===== src/rtl/sha256_msg_padder.sv =====
// Applies SHA-256 message padding to a 32-bit word stream and emits 512-bit blocks with first/last flags.
// Latency: full block valid 1 cycle after its 16th word, 2 cycles after a last word; output held until out_ready_i.
module sha256_msg_padder (
  input  logic         clk_i,
  input  logic         rst_i,
  input  logic         in_valid_i,
  output logic         in_ready_o,
  input  logic [31:0]  in_data_i,
  input  logic         in_last_i,
  input  logic [2:0]   in_nbytes_i,
  output logic         out_valid_o,
  input  logic         out_ready_i,
  output logic [511:0] out_block_o,
  output logic         out_first_o,
  output logic         out_last_o
);

  typedef enum logic [1:0] {ACCEPT, PAD, EMIT, EXTRA} state_t;

  state_t         state_q, state_d;
  logic [3:0]     widx_q;
  logic [60:0]    len_q;
  logic           first_q;
  logic           last_q;
  logic           extra_q;
  logic           pending_q;
  logic [6:0]     b_q;
  logic [511:0]   block_q;
  logic [511:0]   pad_blk;
  logic [511:0]   ext_blk;
  logic [2:0]     nb;
  logic [31:0]    mask;
  logic [63:0]    len_bits;

  assign nb       = (in_nbytes_i > 3'd4) ? 3'd4 : in_nbytes_i;
  assign len_bits = {len_q, 3'b000};

  assign out_block_o = block_q;
  assign out_first_o = out_valid_o & first_q;
  assign out_last_o  = out_valid_o & last_q;

  always_ff @(posedge clk_i) begin
    if (rst_i) state_q <= ACCEPT;
    else       state_q <= state_d;
  end

  always_comb begin
    state_d     = state_q;
    in_ready_o  = 1'b0;
    out_valid_o = 1'b0;
    case (state_q)
      ACCEPT: begin
        in_ready_o = !rst_i;
        if (in_valid_i) begin
          if (in_last_i)            state_d = PAD;
          else if (widx_q == 4'd15) state_d = EMIT;
        end
      end
      PAD:   state_d = EMIT;
      EMIT: begin
        out_valid_o = 1'b1;
        if (out_ready_i) state_d = extra_q ? EXTRA : ACCEPT;
      end
      EXTRA: state_d = EMIT;
      default: state_d = ACCEPT;
    endcase
  end

  // Left-justified byte mask for the final word.
  always_comb begin
    case (nb)
      3'd0:    mask = 32'h0000_0000;
      3'd1:    mask = 32'hFF00_0000;
      3'd2:    mask = 32'hFFFF_0000;
      3'd3:    mask = 32'hFFFF_FF00;
      default: mask = 32'hFFFF_FFFF;
    endcase
  end

  // b_q == 64 matches no byte, so a full final block passes through unchanged.
  always_comb begin
    pad_blk = block_q;
    for (int k = 0; k < 64; k++) begin
      if (k == int'(b_q))
        pad_blk[32*(k/4) + 31 - 8*(k%4) -: 8] = 8'h80;
      else if (k > int'(b_q) && (k < 56 || b_q > 7'd55))
        pad_blk[32*(k/4) + 31 - 8*(k%4) -: 8] = 8'h00;
    end
    if (b_q <= 7'd55) begin
      pad_blk[479:448] = len_bits[63:32];
      pad_blk[511:480] = len_bits[31:0];
    end
  end

  always_comb begin
    ext_blk          = '0;
    ext_blk[31:0]    = pending_q ? 32'h8000_0000 : 32'h0;
    ext_blk[479:448] = len_bits[63:32];
    ext_blk[511:480] = len_bits[31:0];
  end

  always_ff @(posedge clk_i) begin
    if (rst_i) begin
      widx_q    <= '0;
      len_q     <= '0;
      first_q   <= 1'b1;
      last_q    <= 1'b0;
      extra_q   <= 1'b0;
      pending_q <= 1'b0;
      b_q       <= '0;
      block_q   <= '0;
    end else begin
      case (state_q)
        ACCEPT: begin
          if (in_valid_i) begin
            block_q[{widx_q, 5'b0} +: 32] <= in_data_i & (in_last_i ? mask : 32'hFFFF_FFFF);
            len_q  <= len_q + (in_last_i ? {58'd0, nb} : 61'd4);
            widx_q <= widx_q + 4'd1;
            if (in_last_i) b_q <= {1'b0, widx_q, 2'b00} + {4'd0, nb};
          end
        end
        PAD: begin
          block_q <= pad_blk;
          if (b_q <= 7'd55) begin
            last_q  <= 1'b1;
            extra_q <= 1'b0;
          end else begin
            last_q    <= 1'b0;
            extra_q   <= 1'b1;
            pending_q <= (b_q == 7'd64);
          end
        end
        EMIT: begin
          if (out_ready_i) begin
            first_q <= last_q;
            last_q  <= 1'b0;
            if (!extra_q) begin
              widx_q <= '0;
              if (last_q) len_q <= '0;
            end
          end
        end
        EXTRA: begin
          block_q   <= ext_blk;
          last_q    <= 1'b1;
          extra_q   <= 1'b0;
          pending_q <= 1'b0;
        end
        default: ;
      endcase
    end
  end

endmodule


===== config.mk =====
export PLATFORM = sky130hd
export DESIGN_NAME = sha256_msg_padder
export DESIGN_NICKNAME = d
export VERILOG_FILES = /design/src/rtl/sha256_msg_padder.sv
export SDC_FILE = /design/constraint.sdc
export NUM_CORES = 1
export LEC_CHECK = 0
export CORE_MARGIN = 4
export CORE_UTILIZATION = 54
export CTS_CLUSTER_SIZE = 30
export DETAILED_ROUTE_END_ITERATION = 10
export GPL_ROUTABILITY_DRIVEN = 0
export PLACE_DENSITY_LB_ADDON = 0.12
export SYNTH_ARGS = -nofsm -noshare
export SYNTH_HDL_FRONTEND = slang
export SYNTH_SLANG_ARGS = --single-unit

===== constraint.sdc =====
create_clock -name clk_i -period 9.7 [get_ports clk_i]
set_clock_uncertainty 0.2 [all_clocks]
set_input_delay 0.97 -clock clk_i [delete_from_list [all_inputs] [get_ports clk_i]]
set_output_delay 0.97 -clock clk_i [all_outputs]
set_load 0.03 [all_outputs]

==> results by group <==
GRT
  • GRT Overall Usage: 0.401
  • Largest net degree at the start of global routing: 125
  • Number of global-route vias before repair: 22400
  • Wire length of the first global-routing pass: 145000 um
  • Initial antenna violation count: 5
  • Leftover overflow at the end of global routing: 0

Clocking
  • Quantity of hold-fixing buffers added after cts: 0
  • Quantity of gates resized following cts: 0
  • Post CTS Setup Buffer Count: 0
  • H-tree depth: 2
  • Number of clock sinks: 590
  • Number of buffers on the longest clock path: 3
  • Number of buffers created by CTS: 58
  • CTS tree: yes
  • Clk slew on worst S/H paths: 60 ps
  • Insertion delay of the later-clocked pin in the worst-skew pair: 630 ps
  • CTS root buffer: clkbuf_16

Routing
  • Detail-routed via count per cell: 6.69
  • Wire length reported by the detailed router: 99000 um
  • Number of DRC violations after detailed-routing iteration 0: 3739
  • Initial DRT Pass Iterations: 11
  • Post-route antenna net violation count: 0
  • Vias after detailed routing: 23900
  • Drt drc: 3
  • Post-DR wirelength/cell: 27.7 um

Worst setup path
  • Worst EP arrival: 4870 ps
  • Cell with the largest stage delay on the worst path: nor2_1
  • Critical path's largest stage delay: 940 ps
  • Category of the worst setup path capture point: register
  • Crit-path max FO: 19
  • Category of cells accounting for the largest share of critical-path delay: simple AND/OR/NAND/NOR gates
  • Critical Path, Cell by Cell: inv_1 > ha_1 > xor2_1 > nand2_1 > nor2_1 > buf_4 > a32oi_1 > a211oi_1
  • Worst EP required: 10030 ps
  • Crit start category: register
  • Type of the worst setup path: register to register
  • Bufs and invs on worst path: 2

Layout
  • # nets final: 2992
  • Area added between synthesis and finish: 32.5%
  • Design area: 31000 um2
  • Share of post-route cells with drive strength above 1: 0.0526

STA
  • Hold Violations, Final: 0
  • Max-slew violation total from the final report: 0
  • Actual slew at the worst max-slew pin: 1320 ps
  • Setup Viol. Count Final: 0
  • Worst slew slack as a fraction of its limit: 0.110
  • Post-Route Setup TNS: 0 ps
  • Shortest period the worst path allows: 4540 ps
  • Final worst-path cycle share: 0.468
  • Post-route worst setup slack: 5160 ps
  • Fmax: 220 MHz
  • Post-route worst hold slack: 271 ps
  • Setup repair after global routing missed its margin: false

Synthesis
  • Area of the mapped netlist: 23400 um2
  • Yosys top cell by area: dfxtp_1
  • Main synth FF type: dfxtp_1
  • Number of flops mapped to enable cells by yosys: 0
  • Syn. warnings: 0
  • #FFs+latches synth: 590
  • Cell count after synthesis: 2518
  • Syn avg cell area: 9.29 um2
  • Part of the Yosys area used for sequential elements: 0.505
  • Synth top area share: 0.505
  • Number of distinct library cell variants in the gate-level netlist after synthesis: 76
  • Number of nets in the synthesized netlist: 2566
  • Largest cells by area after synthesis: dfxtp_1 (50%), a22o_1 (8.1%), nor2_1 (5.5%)
  • Ys async rst share: 0

Floorplanning
  • Die Height: 216 um
  • Placeable core region: 43000 um2
  • Full die area: 46700 um2
  • Die Span X: 216 um
  • Site Rows: 76
  • Starting density of the core: 0.544
  • Top-level I/O count: 556

Place
  • HPWL after detailed placement: 70900 um
  • Setup WS pre-CTS: 4640 ps
  • Placed Area: 29100 um2
  • IO Port Bufs: 555

Min path
  • Worst hold-check path type: register to register

Pwr
  • Largest voltage drop on the vdd net: 0.134 mV
  • Leak Pwr: 0.0113 uW
  • Power density relative to cell area: 170 nW/um2

Status
  • Failing checks: design-rule violations
  • Run status: complete, but fails checks

Run
  • # Max-Cap Violations: 0
[layer usage]
layer	vias up	wire length [um]	global-route usage
met5	-	171	0.0219
met4	6	6050	0.184
met3	409	13900	0.150
met2	1827	43000	0.618
met1	11400	35900	0.501
li1	10300	-	-
[power breakdown]
part	switching (uW)	internal, uW	leakage (uW)
sequential	33.7	2460	0.00476
clock	969	1280	0.000934
combinational	388	151	0.00558
total	1390	3890	0.0113
[layout make-up]
class / count / area [um2]
Clock buffer: 82 / 1690
Antenna cell: 2 / 5.00
Inverter: 25 / 93.8
Timing Repair Buffer: 582 / 5760
Clock inverter: 21 / 186
Multi-Input combinational cell: 1687 / 10700
Sequential cell: 590 / 11800
Tap cell: 585 / 732
Fill cell: 3269 / 12000
[synthesized netlist by cell type, types with 8 or more instances]
cell,instances
nand3_1,60
nand2_1,120
nand2b_1,13
o211ai_1,11
buf_2,8
a211oi_1,15
and3_1,32
o211a_1,28
a31oi_1,16
mux2i_1,23
buf_1,27
xnor2_1,16
nor3_1,67
clkbuf_1,181
o31ai_1,16
nor3b_1,8
nor2_1,343
inv_1,25
dfxtp_1,590
o21ai_0,72
a21o_1,11
nand4_1,29
o2bb2ai_1,18
o22ai_1,23
nor4_1,13
and2_1,35
a221oi_1,56
xor2_1,12
a22oi_1,147
or2_2,10
or4_1,15
a22o_1,216
a21oi_1,99
o221ai_1,27
or3_1,23
nor2b_1,10
[layout by cell type, fill, tap and decap left out, types with 29 or more instances in the layout]
cell type and n:
nand3_1 60, dfxtp_1 590, nor3_1 63, and2_1 35, clkdlybuf4s50_1 554, nor2_1 334
o21ai_0 72, a22oi_1 147, clkbuf_16 61, nand2_1 120, a221oi_1 56, a21oi_1 99
a22o_1 216, nand4_1 29, and3_1 32
[through the flow]
step | total power [uW] | std cells | utilization
2_1_floorplan | 2840 | 2518 | -
3_3_place_gp | 3060 | 3469 | 0.678
3_5_place_dp | 3060 | 3469 | 0.678
4_1_cts | 5270 | 3572 | 0.721
5_1_grt | 5410 | 3573 | 0.721
6_report | 5280 | 3574 | 0.721
[cell families (layout without fill, tap and decap cells)]
family                     count (synthesis)  in the layout  share of synthesized area
buffers and inverters                    241            710                     0.0391
xor gates and xnor gates                  28             28                     0.0105
adders and majority gates                  8              8                    0.00460
other                                      0              2                          0
DFF                                      590            590                      0.505
and+or+nand+nor                          819            819                      0.169
muxes                                     24             24                     0.0103
AOI/OAI and AO/OA                        808            808                      0.262
[path summary, 6_finish.rpt]
path	start	endpoint	slack (ps)	cells after the start
min reg2reg	out_block_o[321]	out_block_o[321]	270	1
max	widx_q[0]	register	5160	8
min	out_block_o[321]	out_block_o[321]	270	1
max reg2reg	widx_q[0]	register	5160	8
[worst register-to-register path, delay by kind of cell (launching register included)]
kind                     cells  cell delay (ps)
buffers and inverters        2              490
AO/OA/AOI/OAI                2              350
AND/OR/NAND/NOR              2             1420
adder cells (fa/ha/maj)      1              390
flip-flops                   1              720
XOR/XNOR                     1              890
(Power assumes the default switching activity.)
